### src/rtl/alu_pkg.sv
// Shared definitions for the pipelined ALU: opcodes, flag bit positions and FSM states.
package alu_pkg;

    localparam logic [3:0] OP_ADD = 4'd0;
    localparam logic [3:0] OP_SUB = 4'd1;
    localparam logic [3:0] OP_AND = 4'd2;
    localparam logic [3:0] OP_OR  = 4'd3;
    localparam logic [3:0] OP_NOT = 4'd4;
    localparam logic [3:0] OP_XOR = 4'd5;
    localparam logic [3:0] OP_SHL = 4'd6;
    localparam logic [3:0] OP_SHR = 4'd7;
    localparam logic [3:0] OP_MUL = 4'd8;

    localparam int FLAG_NEG   = 3;
    localparam int FLAG_ZERO  = 2;
    localparam int FLAG_OVF   = 1;
    localparam int FLAG_CARRY = 0;

    typedef enum logic {
        IDLE = 1'b0,
        BUSY = 1'b1
    } state_e;

    function automatic logic [3:0] pack_flags(input logic neg, input logic zero,
                                               input logic ovf, input logic carry);
        logic [3:0] f;
        f             = '0;
        f[FLAG_NEG]   = neg;
        f[FLAG_ZERO]  = zero;
        f[FLAG_OVF]   = ovf;
        f[FLAG_CARRY] = carry;
        return f;
    endfunction

endpackage

### src/rtl/alu_mul_iter.sv
// Iterative unsigned shift-add multiplier: one partial product per cycle, N cycles per product.
// done and product are combinational on the final step so the caller can register them directly.
module alu_mul_iter
    import alu_pkg::*;
#(
    parameter int N = 8
) (
    input  logic           clk,
    input  logic           rst_n,
    input  logic           start,
    input  logic [N-1:0]   a,
    input  logic [N-1:0]   b,
    output logic           done,
    output logic [2*N-1:0] product
);

    localparam int CW = $clog2(N);

    logic           busy_q,   busy_d;
    logic [CW-1:0]  cnt_q,    cnt_d;
    logic [2*N-1:0] mcand_q,  mcand_d;
    logic [N-1:0]   mplier_q, mplier_d;
    logic [2*N-1:0] acc_q,    acc_d;
    logic [2*N-1:0] acc_step;

    assign acc_step = acc_q + (mplier_q[0] ? mcand_q : '0);
    assign done     = busy_q && (cnt_q == CW'(N - 1));
    assign product  = acc_step;

    // NOTE: every _d gets its hold value first, so no path through this block infers a latch.
    always_comb begin
        busy_d   = busy_q;
        cnt_d    = cnt_q;
        mcand_d  = mcand_q;
        mplier_d = mplier_q;
        acc_d    = acc_q;
        if (start) begin
            busy_d   = 1'b1;
            cnt_d    = '0;
            mcand_d  = {{N{1'b0}}, a};
            mplier_d = b;
            acc_d    = '0;
        end else if (busy_q) begin
            acc_d    = acc_step;
            mcand_d  = mcand_q << 1;
            mplier_d = mplier_q >> 1;
            cnt_d    = cnt_q + CW'(1);
            if (done) begin
                busy_d = 1'b0;
                cnt_d  = '0;
            end
        end
    end

    // NOTE: state updates use non-blocking assignments so every flop samples pre-edge values.
    always_ff @(posedge clk or negedge rst_n) begin
        if (!rst_n) begin
            busy_q   <= 1'b0;
            cnt_q    <= '0;
            mcand_q  <= '0;
            mplier_q <= '0;
            acc_q    <= '0;
        end else begin
            busy_q   <= busy_d;
            cnt_q    <= cnt_d;
            mcand_q  <= mcand_d;
            mplier_q <= mplier_d;
            acc_q    <= acc_d;
        end
    end

endmodule

### src/rtl/alu_pipe.sv
// Registered ALU with valid/ready handshakes; single-cycle ops retire at 1/clk,
// MUL runs on the iterative multiplier and blocks the input while it works.
module alu_pipe
    import alu_pkg::*;
#(
    parameter int N = 8
) (
    input  logic         clk,
    input  logic         rst_n,
    input  logic         in_valid,
    output logic         in_ready,
    input  logic [N-1:0] opa,
    input  logic [N-1:0] opb,
    input  logic [3:0]   opcode,
    output logic         out_valid,
    input  logic         out_ready,
    output logic [N-1:0] out,
    output logic [N-1:0] out_hi,
    output logic [3:0]   flags,
    output logic         err
);

    localparam int SHW = $clog2(N);

    state_e         state_q,     state_d;
    logic           out_valid_q, out_valid_d;
    logic [N-1:0]   out_q,       out_d;
    logic [N-1:0]   out_hi_q,    out_hi_d;
    logic [3:0]     flags_q,     flags_d;
    logic           err_q,       err_d;

    logic           accept;
    logic           mul_start;
    logic           mul_done;
    logic [2*N-1:0] product;

    logic [N:0]     sum;
    logic [N:0]     diff;
    logic [SHW-1:0] shamt;
    logic           shift_oob;
    logic [N-1:0]   res;
    logic           carry;
    logic           ovf;
    logic           illegal;
    logic [3:0]     alu_flags;

    assign in_ready  = (state_q == IDLE) && (!out_valid_q || out_ready);
    assign accept    = in_valid && in_ready;
    assign mul_start = accept && (opcode == OP_MUL);

    alu_mul_iter #(.N(N)) u_mul (
        .clk     (clk),
        .rst_n   (rst_n),
        .start   (mul_start),
        .a       (opa),
        .b       (opb),
        .done    (mul_done),
        .product (product)
    );

    always_comb begin
        sum       = {1'b0, opa} + {1'b0, opb};
        diff      = {1'b0, opa} - {1'b0, opb};
        shamt     = opb[SHW-1:0];
        shift_oob = (int'(shamt) >= N);
        res       = '0;
        carry     = 1'b0;
        ovf       = 1'b0;
        illegal   = 1'b0;
        unique case (opcode)
            OP_ADD: begin
                res   = sum[N-1:0];
                carry = sum[N];
                ovf   = (opa[N-1] == opb[N-1]) && (sum[N-1] != opa[N-1]);
            end
            OP_SUB: begin
                res   = diff[N-1:0];
                carry = diff[N];
                ovf   = (opa[N-1] != opb[N-1]) && (diff[N-1] != opa[N-1]);
            end
            OP_AND:  res = opa & opb;
            OP_OR:   res = opa | opb;
            OP_NOT:  res = ~opa;
            OP_XOR:  res = opa ^ opb;
            OP_SHL:  res = shift_oob ? '0 : (opa << shamt);
            OP_SHR:  res = shift_oob ? '0 : (opa >> shamt);
            OP_MUL:  res = '0;
            default: illegal = 1'b1;
        endcase
        // Illegal opcodes report all-zero flags, including zero.
        alu_flags = illegal ? 4'b0 : pack_flags(res[N-1], res == '0, ovf, carry);
    end

    always_comb begin
        state_d     = state_q;
        out_valid_d = out_valid_q;
        out_d       = out_q;
        out_hi_d    = out_hi_q;
        flags_d     = flags_q;
        err_d       = err_q;
        if (out_ready) begin
            out_valid_d = 1'b0;
        end
        unique case (state_q)
            IDLE: begin
                if (accept) begin
                    if (opcode == OP_MUL) begin
                        state_d = BUSY;
                    end else begin
                        out_valid_d = 1'b1;
                        out_d       = res;
                        out_hi_d    = '0;
                        flags_d     = alu_flags;
                        err_d       = illegal;
                    end
                end
            end
            BUSY: begin
                if (mul_done) begin
                    state_d     = IDLE;
                    out_valid_d = 1'b1;
                    out_d       = product[N-1:0];
                    out_hi_d    = product[2*N-1:N];
                    flags_d     = pack_flags(product[2*N-1], product == '0, 1'b0, 1'b0);
                    err_d       = 1'b0;
                end
            end
            default: state_d = IDLE;
        endcase
    end

    always_ff @(posedge clk or negedge rst_n) begin
        if (!rst_n) begin
            state_q     <= IDLE;
            out_valid_q <= 1'b0;
            out_q       <= '0;
            out_hi_q    <= '0;
            flags_q     <= '0;
            err_q       <= 1'b0;
        end else begin
            state_q     <= state_d;
            out_valid_q <= out_valid_d;
            out_q       <= out_d;
            out_hi_q    <= out_hi_d;
            flags_q     <= flags_d;
            err_q       <= err_d;
        end
    end

    assign out_valid = out_valid_q;
    assign out       = out_q;
    assign out_hi    = out_hi_q;
    assign flags     = flags_q;
    assign err       = err_q;

endmodule

### config.mk
export PLATFORM = sky130hd
export DESIGN_NAME = alu_pipe
export DESIGN_NICKNAME = d
export VERILOG_FILES = /design/src/rtl/alu_pkg.sv /design/src/rtl/alu_mul_iter.sv /design/src/rtl/alu_pipe.sv
export SDC_FILE = /design/constraint.sdc
export NUM_CORES = 1
export LEC_CHECK = 0
export BUFFER_PORTS_ARGS = -buffer_cell sky130_fd_sc_hd__buf_4
export CORE_ASPECT_RATIO = 1.2
export CORE_MARGIN = 4
export CORE_UTILIZATION = 55
export CTS_CLUSTER_SIZE = 12
export DETAILED_ROUTE_END_ITERATION = 6
export PLACE_DENSITY = 0.79
export SYNTH_ARGS = -nofsm -noshare
export SYNTH_HDL_FRONTEND = slang
export SYNTH_SLANG_ARGS = --single-unit
### constraint.sdc
create_clock -name clk -period 4.7 [get_ports clk]
set_input_delay 0.47 -clock clk [delete_from_list [all_inputs] [get_ports clk]]
set_output_delay 0.47 -clock clk [all_outputs]
set_load 0.1 [all_outputs]
==> flow_metrics.tcl, run 1 <==
set metrics [dict create \
    flow.area_growth_from_synthesis_pct 12.0 \
    finalClockSkew_ns 0.00702 \
    finish.utilization_pct 64.0 \
    yosys-top-cells-area "sky130_fd_sc_hd__dfrtp_1, sky130_fd_sc_hd__ha_1, sky130_fd_sc_hd__mux2i_1" \
    synth_seq_area_share_pct 30.4 \
    hp-class "input pin to asynchronous set/reset pin" \
    result_of_the_run "finished, final reports clean" \
    slowest_cell_on_the_critical_path "sky130_fd_sc_hd__dfrtp_1" \
    slew_violations 0 \
    path_class "register to register" \
    numCtsBuffers 9 \
    cp_top_family "simple AND/OR/NAND/NOR gates" \
    cell_count_after_synthesis 642 \
    place.port_buffers 46 \
    drt-total-wl_um 15100 \
    placed_cell_area_mm2 0.00588 \
    drt_iter0_drc 277 \
    regToRegSetupSlack_ns 1.36 \
    clkSinkCount 67 \
    ir_drop_uv 406 \
    r2r-end "flags[2]$_DFFE_PN0P_" \
    nNetsFinal 732 \
    synth_top_cell_area_share_pct 30.4 \
    hold_viol 0 \
    final.setup.tns_ns 0 \
    gpl.final_weighted_congestion 0.972 \
    mappedNetlistNets 711 \
    cp_cell_sequence "and2_1 > ha_1 > and2_0 > nand3_1 > a311oi_1 > nor2_1 > o41ai_1 > xnor2_1 > nand4b_1 > nand3_1" \
    post_route_cells_drive_above_1_share_pct 12.0 \
    asyncSetResetFlopFracSynth_pct 100 \
    fin_area_mm2 0.00618 \
    grt_overflow 0 \
    fp-row-count 39 \
    synth.yosys.warnings 0 \
    floorplan.initialDensity_pct 57.1 \
    drtAntennaViolNets 0 \
    detailedPlace.worstSlack_ns 1.16 \
    postCtsHoldBufs 0 \
    reg2reg_from "u_mul.mplier_q[0]$_DFFE_PN0P_" \
    rsz_0062_raised_after_global_routing "false" \
    synth_unique_cells 67 \
    fin_crit_sh_pct 71.0 \
    cp_common_cell "sky130_fd_sc_hd__nand3_1" \
    timing.final.setup_violations 0 \
    timing.fmax_mhz 300 \
    globalRouteTotalUtil_pct 27.0 \
    grt_antenna_before_repair 0 \
    routedWlPerCell_um 19.2 \
    crit_fanout 17 \
    timing.critical_path.depth 10 \
    final_cell_count_no_fill 791 \
    clk_pin_slew_worst_paths_ns 0.06 \
    tightestPinTransition_ns 0.949 \
    synth_top_cells_by_count "sky130_fd_sc_hd__nor2_1, sky130_fd_sc_hd__dfrtp_1, sky130_fd_sc_hd__nand2_1, sky130_fd_sc_hd__a21oi_1, sky130_fd_sc_hd__mux2i_1" \
    placed_cells_incl_taps 775 \
    htreeDepth 3 \
    min_period_ns 3.34 \
    netlist_area_mm2 0.00552 \
    power_density_mw_per_mm2 559 \
    cts-root-buf "sky130_fd_sc_hd__clkbuf_16" \
    global_route.usage.met3_pct 3.20 \
    arrival_ns 3.60 \
    p_leak_nw 2.88 \
    cts-resized-gates 0 \
    syn_area_per_cell_um2 8.60 \
    grt_most_used_layer "met2" \
    fin_hold_ws_ns 0.248 \
    maxCapViolCount 0 \
    power_mw 3.45 \
    synth_edf_count 0 \
    ios 47 \
    yosys.area.top_type "sky130_fd_sc_hd__dfrtp_1" \
    grt.met1_usage_pct 33.9 \
    grt_first_pass_wirelength_um 25600 \
    post_drt_via_cell_ratio 6.34 \
    met2_usage_pct 45.3 \
    synth-seq-cells 67 \
    placeableCoreArea_mm2 0.00966 \
    worst_reg_to_reg_path_cell_count 10 \
    required_time_at_the_endpoint_of_the_critical_path_ns 4.97 \
    max_stage_delay_ns 0.53 \
    clock_path_buffers 2 \
    worst_slack_ns 1.36 \
    slew_headroom_pct 36.5 \
    tritoncts "done" \
    detailedPlacementHpwl_um 11100 \
    drt_pre_antenna_iters 5 \
    die-area_mm2 0.0117 \
    ys_dominant_reg_cell "sky130_fd_sc_hd__dfrtp_1" \
    count_of_buffering_cells_on_the_critical_path_with_inverters_included 0 \
    fp.dieW_um 99.5 \
    grt_pass1_vias 5065 \
    grt_max_degree 68 \
    worst_skew_pair.late_latency_ns 0.33 \
    antenna_cells_inserted 0 \
    cts_setup_buffers 0 \
    synth.most_common_cell "sky130_fd_sc_hd__nor2_1" \
    die_h_um 118 \
    critical_path.endpoint_type "register" \
    post-route-drc-count 0 \
    kind_of_start_point_of_the_critical_path "register" \
    via_count 5011 \
]
-- metal layers --
layer | vias to the layer above | share of wire, %
li1 | 2370 | -
met1 | 2403 | 41
met2 | 193 | 50
met3 | 45 | 5.3
met4 | 0 | 4.6
met5 | - | 0
-- final cells by class --
| type | count | area [um2] |
|---|---|---|
| inverters | 30 | 113 |
| well taps | 123 | 154 |
| fillers | 831 | 3480 |
| clock inverters | 6 | 65.1 |
| multi-input cells | 506 | 3560 |
| flip-flops and latches | 67 | 1680 |
| clock buffers | 10 | 239 |
| repair buffers | 49 | 368 |
-- kinds of logic (layout without fill, tap and decap cells) --
logic type / Yosys count / in the layout / share of synthesized area, %
simple gates: 223 / 223 / 19.1
compound gates: 167 / 167 / 20.4
buf+inv: 69 / 95 / 5.19
flops: 67 / 67 / 30.4
mux: 52 / 52 / 11.3
fa+ha+maj: 45 / 45 / 10.6
xor+xnor: 19 / 19 / 3.01
-- where the power goes --
group	internal [mW]	leakage [nW]	total, mW	switching, mW
logic	0.589	1.88	1.82	1.23
clock network	0.424	0.148	0.670	0.245
registers	0.798	0.856	0.969	0.171
-- cells in the final DEF (no fill, tap or decap), drive strengths merged, types with 6 or more instances in the layout --
master and count:
inv 29, dfrtp 67, buf 49, nand2 47
nand2b 6, mux2i 44, a221oi 6, and2 16
o2111ai 6, a22o 9, a21oi 45, a211oi 9
nand3 16, nor2 86, o22ai 6, o21ai 32
clkbuf 10, mux4 7, o31ai 7, xnor2 14
a21o 12, ha 42, nor3 20
-- registers in the layout, indices dropped and copies added, names as in the netlist --
register and count:
err 1, u_mul.cnt_q 3, out_valid 1, u_mul.mcand_q 16, u_mul.busy_q 1, u_mul.mplier_q 8, out 8, u_mul.acc_q 16
out_hi 8, state_q 1, flags 4
-- worst max path at each step --
stage                                             start               endpoint  slack (ns)
final                     u_mul.mplier_q[0]$_DFFE_PN0P_   flags[2]$_DFFE_PN0P_        1.36
after global routing      u_mul.mplier_q[0]$_DFFE_PN0P_  out_hi[7]$_DFFE_PN0P_        1.11
after CTS                 u_mul.mplier_q[0]$_DFFE_PN0P_   flags[3]$_DFFE_PN0P_        1.43
after detailed placement                         opb[0]   flags[2]$_DFFE_PN0P_        1.16
after global placement                           opb[0]   flags[2]$_DFFE_PN0P_        1.22
after floorplan                     out_valid$_DFF_PN0_   flags[2]$_DFFE_PN0P_        0.47
Power figures use the tool's default switching activity.
==> run 2: changes to the inputs <==
--- a/config.mk
+++ b/config.mk
@@ -5,6 +5,7 @@
 export SDC_FILE = /design/constraint.sdc
 export NUM_CORES = 1
 export LEC_CHECK = 0
+export ABC_AREA = 1
 export BUFFER_PORTS_ARGS = -buffer_cell sky130_fd_sc_hd__buf_4
 export CORE_ASPECT_RATIO = 1.2
 export CORE_MARGIN = 4
==> constraint.sdc (replaced) <==
create_clock -name clk -period 3.1 [get_ports clk]
set_input_delay 0.31 -clock clk [delete_from_list [all_inputs] [get_ports clk]]
set_output_delay 0.31 -clock clk [all_outputs]
set_load 0.1 [all_outputs]
==> run 2 against run 1 <==
Setup slack got worse by 0.79 ns. First-iteration DRC count rose by 14%. Flip-flop and latch count did not move. Critical path depth rose by 7. Wire length rose by 6.9%. Design area rose by 3.3%. Synthesized cell count rose by 34%. Final cell count rose by 30%. Critical path type unchanged. Critical endpoint unchanged. Highest routed layer unchanged.
==> flow_metrics.tcl, run 2 <==
set metrics [dict create \
    max_stage_delay_ns 0.56 \
    cts_setup_buffers 0 \
    grt_antenna_before_repair 0 \
    tritoncts "done" \
    finish.utilization_pct 63.5 \
    path_class "register to register" \
    hold_viol 0 \
    postCtsHoldBufs 0 \
    cp_top_family "simple AND/OR/NAND/NOR gates" \
    result_of_the_run "finished, final reports clean" \
    slew_violations 0 \
    nNetsFinal 969 \
    rsz_0062_raised_after_global_routing "false" \
    detailedPlacementHpwl_um 12500 \
    yosys-top-cells-area "sky130_fd_sc_hd__dfrtp_1, sky130_fd_sc_hd__nand2_1, sky130_fd_sc_hd__ha_1" \
    synth_top_cell_area_share_pct 29.5 \
    via_count 5685 \
    synth_seq_area_share_pct 29.5 \
    cp_common_cell "sky130_fd_sc_hd__nand2_1" \
    fin_crit_sh_pct 81.6 \
    crit_fanout 17 \
    layout_top_registers "u_mul.acc_q: 16 flops, u_mul.mcand_q: 16 flops" \
    most-common-layout-cells "sky130_fd_sc_hd__nand2_1, sky130_fd_sc_hd__inv_1, sky130_fd_sc_hd__nand3_1" \
    final_cell_count_no_fill 1031 \
    worst_skew_pair.late_latency_ns 0.34 \
    regToRegSetupSlack_ns 0.57 \
    p_leak_nw 3.51 \
    post_drt_via_cell_ratio 5.51 \
    placeableCoreArea_mm2 0.0101 \
    cts-root-buf "sky130_fd_sc_hd__clkbuf_16" \
    asyncSetResetFlopFracSynth_pct 100 \
    drt_iter0_drc 316 \
    multi_input_comb_area_mm2 0.00338 \
    kind_of_start_point_of_the_critical_path "register" \
    mappedNetlistNets 930 \
    grt_first_pass_wirelength_um 26500 \
    filler_cell_count_in_the_final_layout 962 \
    r2r-end "flags[2]$_DFFE_PN0P_" \
    grt_pass1_vias 5493 \
    floorplan.initialDensity_pct 56.5 \
    timing.final.setup_violations 0 \
    maxCapViolCount 0 \
    post-route-drc-count 0 \
    routedWlPerCell_um 15.7 \
    cts-resized-gates 0 \
    grt_max_degree 68 \
    arrival_ns 2.81 \
    clock_path_buffers 2 \
    drt-total-wl_um 16200 \
    reg2reg_from "u_mul.mplier_q[0]$_DFFE_PN0P_" \
    grt_overflow 0 \
    slew_headroom_pct 44.5 \
    slowest_cell_on_the_critical_path "sky130_fd_sc_hd__dfrtp_1" \
    placed_cells_incl_taps 1015 \
    synth_edf_count 0 \
    synth.yosys.warnings 0 \
    timing.fmax_mhz 395 \
    post_route_cells_drive_above_1_share_pct 12.6 \
    finalClockSkew_ns 0.00470 \
    count_of_buffering_cells_on_the_critical_path_with_inverters_included 1 \
    ios 47 \
    hp-class "input pin to asynchronous set/reset pin" \
    yosys.area.top_type "sky130_fd_sc_hd__dfrtp_1" \
    worst_reg_to_reg_path_cell_count 17 \
    flow.area_growth_from_synthesis_pct 12.3 \
    power_density_mw_per_mm2 740 \
    numCtsBuffers 9 \
    fp-row-count 40 \
    antenna_cells_inserted 0 \
    detailedPlace.worstSlack_ns 0.625 \
    synth-seq-cells 67 \
    ir_drop_uv 451 \
    fp.dieW_um 101 \
    worst_slack_ns 0.570 \
    synth.most_common_cell "sky130_fd_sc_hd__nand2_1" \
    die-area_mm2 0.0120 \
    cell_count_after_synthesis 861 \
    syn_area_per_cell_um2 6.60 \
    min_period_ns 2.53 \
    netlist_area_mm2 0.00569 \
    layout_commonest_cell "sky130_fd_sc_hd__nand2_1" \
    synth_unique_cells 43 \
    place.port_buffers 46 \
    clkSinkCount 67 \
    drtAntennaViolNets 0 \
    tightestPinTransition_ns 0.833 \
    critical_path.endpoint_type "register" \
    cp_cell_sequence "nand2_1 > inv_1 > ha_1 > fa_1 > nand3_1 > nand2_1 > nand2_1 > nand2_1 > nand2_1 > nand3_1 > nand2_1 > nand2_1 > nor2_1 > nand4_1 > nand2_1 > nand2_1 > nand2_1" \
    htreeDepth 3 \
    ys_dominant_reg_cell "sky130_fd_sc_hd__dfrtp_1" \
    die_h_um 119 \
    globalRouteTotalUtil_pct 28.1 \
    required_time_at_the_endpoint_of_the_critical_path_ns 3.38 \
    drt_pre_antenna_iters 5 \
    layout.area.seq_mm2 0.00168 \
    synth_top_cells_by_count "sky130_fd_sc_hd__nand2_1, sky130_fd_sc_hd__inv_1, sky130_fd_sc_hd__nand3_1, sky130_fd_sc_hd__dfrtp_1, sky130_fd_sc_hd__nor2_1" \
    final.setup.tns_ns 0 \
    gpl.final_weighted_congestion 0.986 \
    power_mw 4.72 \
    clk_pin_slew_worst_paths_ns 0.06 \
]
==> run 2: cell types whose count changed after synthesis, moves of 12 or more <==
cell	previous run	this run
sky130_fd_sc_hd__and2_1	15	3
sky130_fd_sc_hd__nand2_1	47	269
sky130_fd_sc_hd__a21oi_1	45	22
sky130_fd_sc_hd__clkbuf_1	27	3
sky130_fd_sc_hd__xnor2_1	14	1
sky130_fd_sc_hd__nand3_1	16	93
sky130_fd_sc_hd__nor3_1	20	5
sky130_fd_sc_hd__mux2i_1	44	0
sky130_fd_sc_hd__a21o_1	12	0
sky130_fd_sc_hd__nor2_1	85	66
sky130_fd_sc_hd__inv_1	28	112
sky130_fd_sc_hd__o21ai_1	0	13
sky130_fd_sc_hd__inv_2	1	16
==> run 2: worst max path at each step <==
stage / endpoint / slack (ns) / start / cells after the start
after floorplan: u_mul.cnt_q[2]$_DFFE_PN0P_ / 0.22 / out_valid$_DFF_PN0_ / 8
after global placement: flags[2]$_DFFE_PN0P_ / 0.69 / u_mul.mplier_q[0]$_DFFE_PN0P_ / 17
after detailed placement: flags[2]$_DFFE_PN0P_ / 0.63 / u_mul.mplier_q[0]$_DFFE_PN0P_ / 17
after CTS: flags[2]$_DFFE_PN0P_ / 0.61 / u_mul.mplier_q[0]$_DFFE_PN0P_ / 17
after global routing: flags[2]$_DFFE_PN0P_ / 0.30 / u_mul.mplier_q[0]$_DFFE_PN0P_ / 17
final: flags[2]$_DFFE_PN0P_ / 0.57 / u_mul.mplier_q[0]$_DFFE_PN0P_ / 17
==> run 2: where the power goes <==
group | switching (mW) | internal [mW]
clock network | 0.400 | 0.626
registers | 0.239 | 1.17
logic | 1.66 | 0.632
total | 2.30 | 2.42
==> run 2: final cells by class <==
type,count,share of cell area [%]
multi-input combinational,642,53.0
sequential,67,26.2
inverter,129,7.58
timing repair buffer,51,5.99
clock buffer,9,3.53
tap,126,2.47
clock inverter,7,1.19
==> run 2: logic make-up (layout without fill, tap and decap cells) <==
group / count (synthesis) / count (layout) / synth area share [%]
DFF: 67 / 67 / 29.5
and+or+nand+nor: 479 / 479 / 36.7
AOI/OAI and AO/OA: 113 / 113 / 11.7
adders and majority gates: 45 / 45 / 10.3
xor gates and xnor gates: 5 / 5 / 0.770
buffers and inverters: 152 / 196 / 11.0
==> run 2: per-stage QoR <==
step / cell area, um2 / hold slack, ns
floorplan: 5690 / 0.0144
global placement: 6090 / 0.464
detailed placement: 6090 / 0.463
CTS: 6390 / 0.0967
global route: 6390 / 0.154
finish: 6390 / 0.0808
==> run 2: metal layers <==
layer  track usage (%)  vias to the layer above  routed length [um]
li1                  -                     2852                   -
met1              33.2                     2584                6510
met2              47.9                      191                8140
met3              4.10                       58                 735
met4              15.2                        0                 811
met5                 0                        -                   0
==> run 3: changes to the inputs <==
--- a/config.mk
+++ b/config.mk
@@ -5,14 +5,14 @@
 export SDC_FILE = /design/constraint.sdc
 export NUM_CORES = 1
 export LEC_CHECK = 0
-export ABC_AREA = 1
+export ABC_AREA = 0
 export BUFFER_PORTS_ARGS = -buffer_cell sky130_fd_sc_hd__buf_4
 export CORE_ASPECT_RATIO = 1.2
 export CORE_MARGIN = 4
 export CORE_UTILIZATION = 55
 export CTS_CLUSTER_SIZE = 12
 export DETAILED_ROUTE_END_ITERATION = 6
-export PLACE_DENSITY = 0.79
+export PLACE_DENSITY = 0.82
 export SYNTH_ARGS = -nofsm -noshare
 export SYNTH_HDL_FRONTEND = slang
 export SYNTH_SLANG_ARGS = --single-unit
==> constraint.sdc (replaced) <==
create_clock -name clk -period 2.3 [get_ports clk]
set_input_delay 0.23 -clock clk [delete_from_list [all_inputs] [get_ports clk]]
set_output_delay 0.23 -clock clk [all_outputs]
set_load 0.1 [all_outputs]
==> run 3 against run 2 <==
The flow now finishes with violations (negative setup slack). Design area is 30% higher. Non-clock buffer count is 176 higher. Via count is 22% higher. Critical endpoint is now u_mul.acc_q[15]$_DFFE_PN0P_.
==> flow_metrics.tcl, run 3 (synthesis results as in run 1) <==
set metrics [dict create \
    most-common-layout-cells "sky130_fd_sc_hd__buf_4, sky130_fd_sc_hd__nor2_1, sky130_fd_sc_hd__dfrtp_1" \
    hold_viol 0 \
    layout_commonest_cell "sky130_fd_sc_hd__buf_4" \
    routedWlPerCell_um 28.6 \
    grt_first_pass_wirelength_um 34500 \
    grt_pass1_vias 6561 \
    via_count 6957 \
    clock_path_buffers 2 \
    fp-row-count 39 \
    drt-total-wl_um 27800 \
    final.setup.tns_ns -17.23 \
    intPower_mw 5.08 \
    power_density_mw_per_mm2 1230 \
    timing.final.setup_violations 29 \
    failed_checks "negative setup slack" \
    drtAntennaViolNets 0 \
    finalClockSkew_ns 0.0102 \
    numCtsBuffers 9 \
    worst_slack_ns -1.23 \
    grt_antenna_before_repair 3 \
    flow.area_growth_from_synthesis_pct 50.0 \
    worst_skew_pair.late_latency_ns 0.34 \
    arrival_ns 3.71 \
    nNetsFinal 910 \
    min_period_ns 3.53 \
    timing.fmax_mhz 284 \
    hp-class "input pin to asynchronous set/reset pin" \
    cts-root-buf "sky130_fd_sc_hd__clkbuf_16" \
    result_of_the_run "complete, but fails checks" \
    clk_pin_slew_worst_paths_ns 0.06 \
    rsz_0062_raised_after_global_routing "true" \
    grt_overflow 0 \
    kind_of_start_point_of_the_critical_path "register" \
    layout_top_registers "u_mul.acc_q: 16 flops, u_mul.mcand_q: 16 flops" \
    detailedPlacementHpwl_um 13900 \
    combPwrFrac_pct 64.3 \
    worst_reg_to_reg_path_cell_count 10 \
    critical_path.endpoint_type "register" \
    seq_power_share_pct 20.3 \
    post_drt_via_cell_ratio 7.17 \
    ir_drop_uv 734 \
    sw_frac_of_total_pct 50.1 \
    crit_fanout 3 \
    floorplan.initialDensity_pct 57.1 \
    detailedPlace.worstSlack_ns -0.820 \
    die-area_mm2 0.0117 \
    htreeDepth 3 \
    tightestPinTransition_ns 0.979 \
    die_h_um 118 \
    gpl.final_weighted_congestion 0.996 \
    total_switching_power_mw 5.10 \
    ios 47 \
    filler_cell_count_in_the_final_layout 481 \
    placeableCoreArea_mm2 0.00966 \
    finish.utilization_pct 85.7 \
    post-route-drc-count 0 \
    place.port_buffers 46 \
    globalRouteTotalUtil_pct 37.3 \
    grt_max_degree 68 \
    fp.dieW_um 99.5 \
    slew_violations 0 \
    slew_headroom_pct 34.0 \
    drt_iter0_drc 1159 \
    power_mw 10.2 \
    tritoncts "done" \
    path_class "register to register" \
    clockPowerShare_pct 15.4 \
    drt_pre_antenna_iters 7 \
    required_time_at_the_endpoint_of_the_critical_path_ns 2.48 \
    clkSinkCount 67 \
    post_route_cells_drive_above_1_share_pct 40.2 \
    fin_crit_sh_pct 153 \
    maxCapViolCount 0 \
    p_leak_nw 3.97 \
]
## run 3: timing repair
item                       4_1_cts  5_1_grt
setup endpoints to repair       24       26
setup buffers                    8        5
pin swaps                       18       22
resized for setup               29       71
hold buffers                     0        0
## run 3: per-stage QoR
| stage | area, um2 | hold slack, ns | instances |
|---|---|---|---|
| global placement | 7320 | 0.372 | 942 |
| CTS | 7840 | 0.0335 | 966 |
| detailed placement | 7320 | 0.389 | 942 |
| floorplan | 5710 | -0.0656 | 642 |
| finish | 8280 | 0.00967 | 970 |
| global route | 8280 | 0.0649 | 970 |
## run 3: layer usage
| layer | up-vias | part of all wire, % | global-route usage [%] |
|---|---|---|---|
| met3 | 296 | 12 | 8.18 |
| met2 | 695 | 44 | 62.2 |
| met4 | 9 | 12 | 28.8 |
| met1 | 3241 | 32 | 40.3 |
| met5 | - | 0.57 | 0 |
| li1 | 2716 | - | - |
## run 3: cell type report
class	count	area (um2)	share of cell area [%]
repair buffers	227	1800	21.7
clock inverters	6	88.8	1.07
multi-input cells	506	4210	50.8
flip-flops and latches	67	1680	20.3
inverters	30	115	1.39
diodes	1	2.50	0.0302
clock buffers	10	239	2.89
well taps	123	154	1.86
## run 3: path summary, 6_finish.rpt
check                                         startpoint                       endpoint  slack, ns
min in group clk                                  opb[6]  u_mul.mplier_q[6]$_DFFE_PN0P_       0.16
max                        u_mul.mplier_q[0]$_DFFE_PN0P_    u_mul.acc_q[15]$_DFFE_PN0P_      -1.23
min reg2reg                           out[5]$_DFFE_PN0P_             out[5]$_DFFE_PN0P_       0.53
max in group asynchronous                          rst_n            out_valid$_DFF_PN0_       1.60
min                                                rst_n  u_mul.mcand_q[15]$_DFFE_PN0P_       0.01
max reg2reg                u_mul.mplier_q[0]$_DFFE_PN0P_    u_mul.acc_q[15]$_DFFE_PN0P_      -1.23
## run 3: power groups by stage
stage	logic, mW	registers, mW	clock network (mW)
after CTS	5.20	1.95	1.50
after global placement	4.67	1.91	0
after floorplan	2.24	2.74	0
after global routing	6.69	2.08	1.60
after detailed placement	4.84	1.94	0
final	6.55	2.07	1.57
## run 3: worst max-delay path: stages, from the launching register on
cell and delay (ns):
sky130_fd_sc_hd__dfrtp_1 0.45, sky130_fd_sc_hd__and2_1 0.26, sky130_fd_sc_hd__ha_1 0.34, sky130_fd_sc_hd__a21o_1 0.36
sky130_fd_sc_hd__nand3_4 0.18, sky130_fd_sc_hd__a311oi_4 0.50, sky130_fd_sc_hd__nor2_4 0.11, sky130_fd_sc_hd__o41ai_4 0.34
sky130_fd_sc_hd__xnor2_2 0.22, sky130_fd_sc_hd__mux2i_1 0.17, sky130_fd_sc_hd__nor2_1 0.43
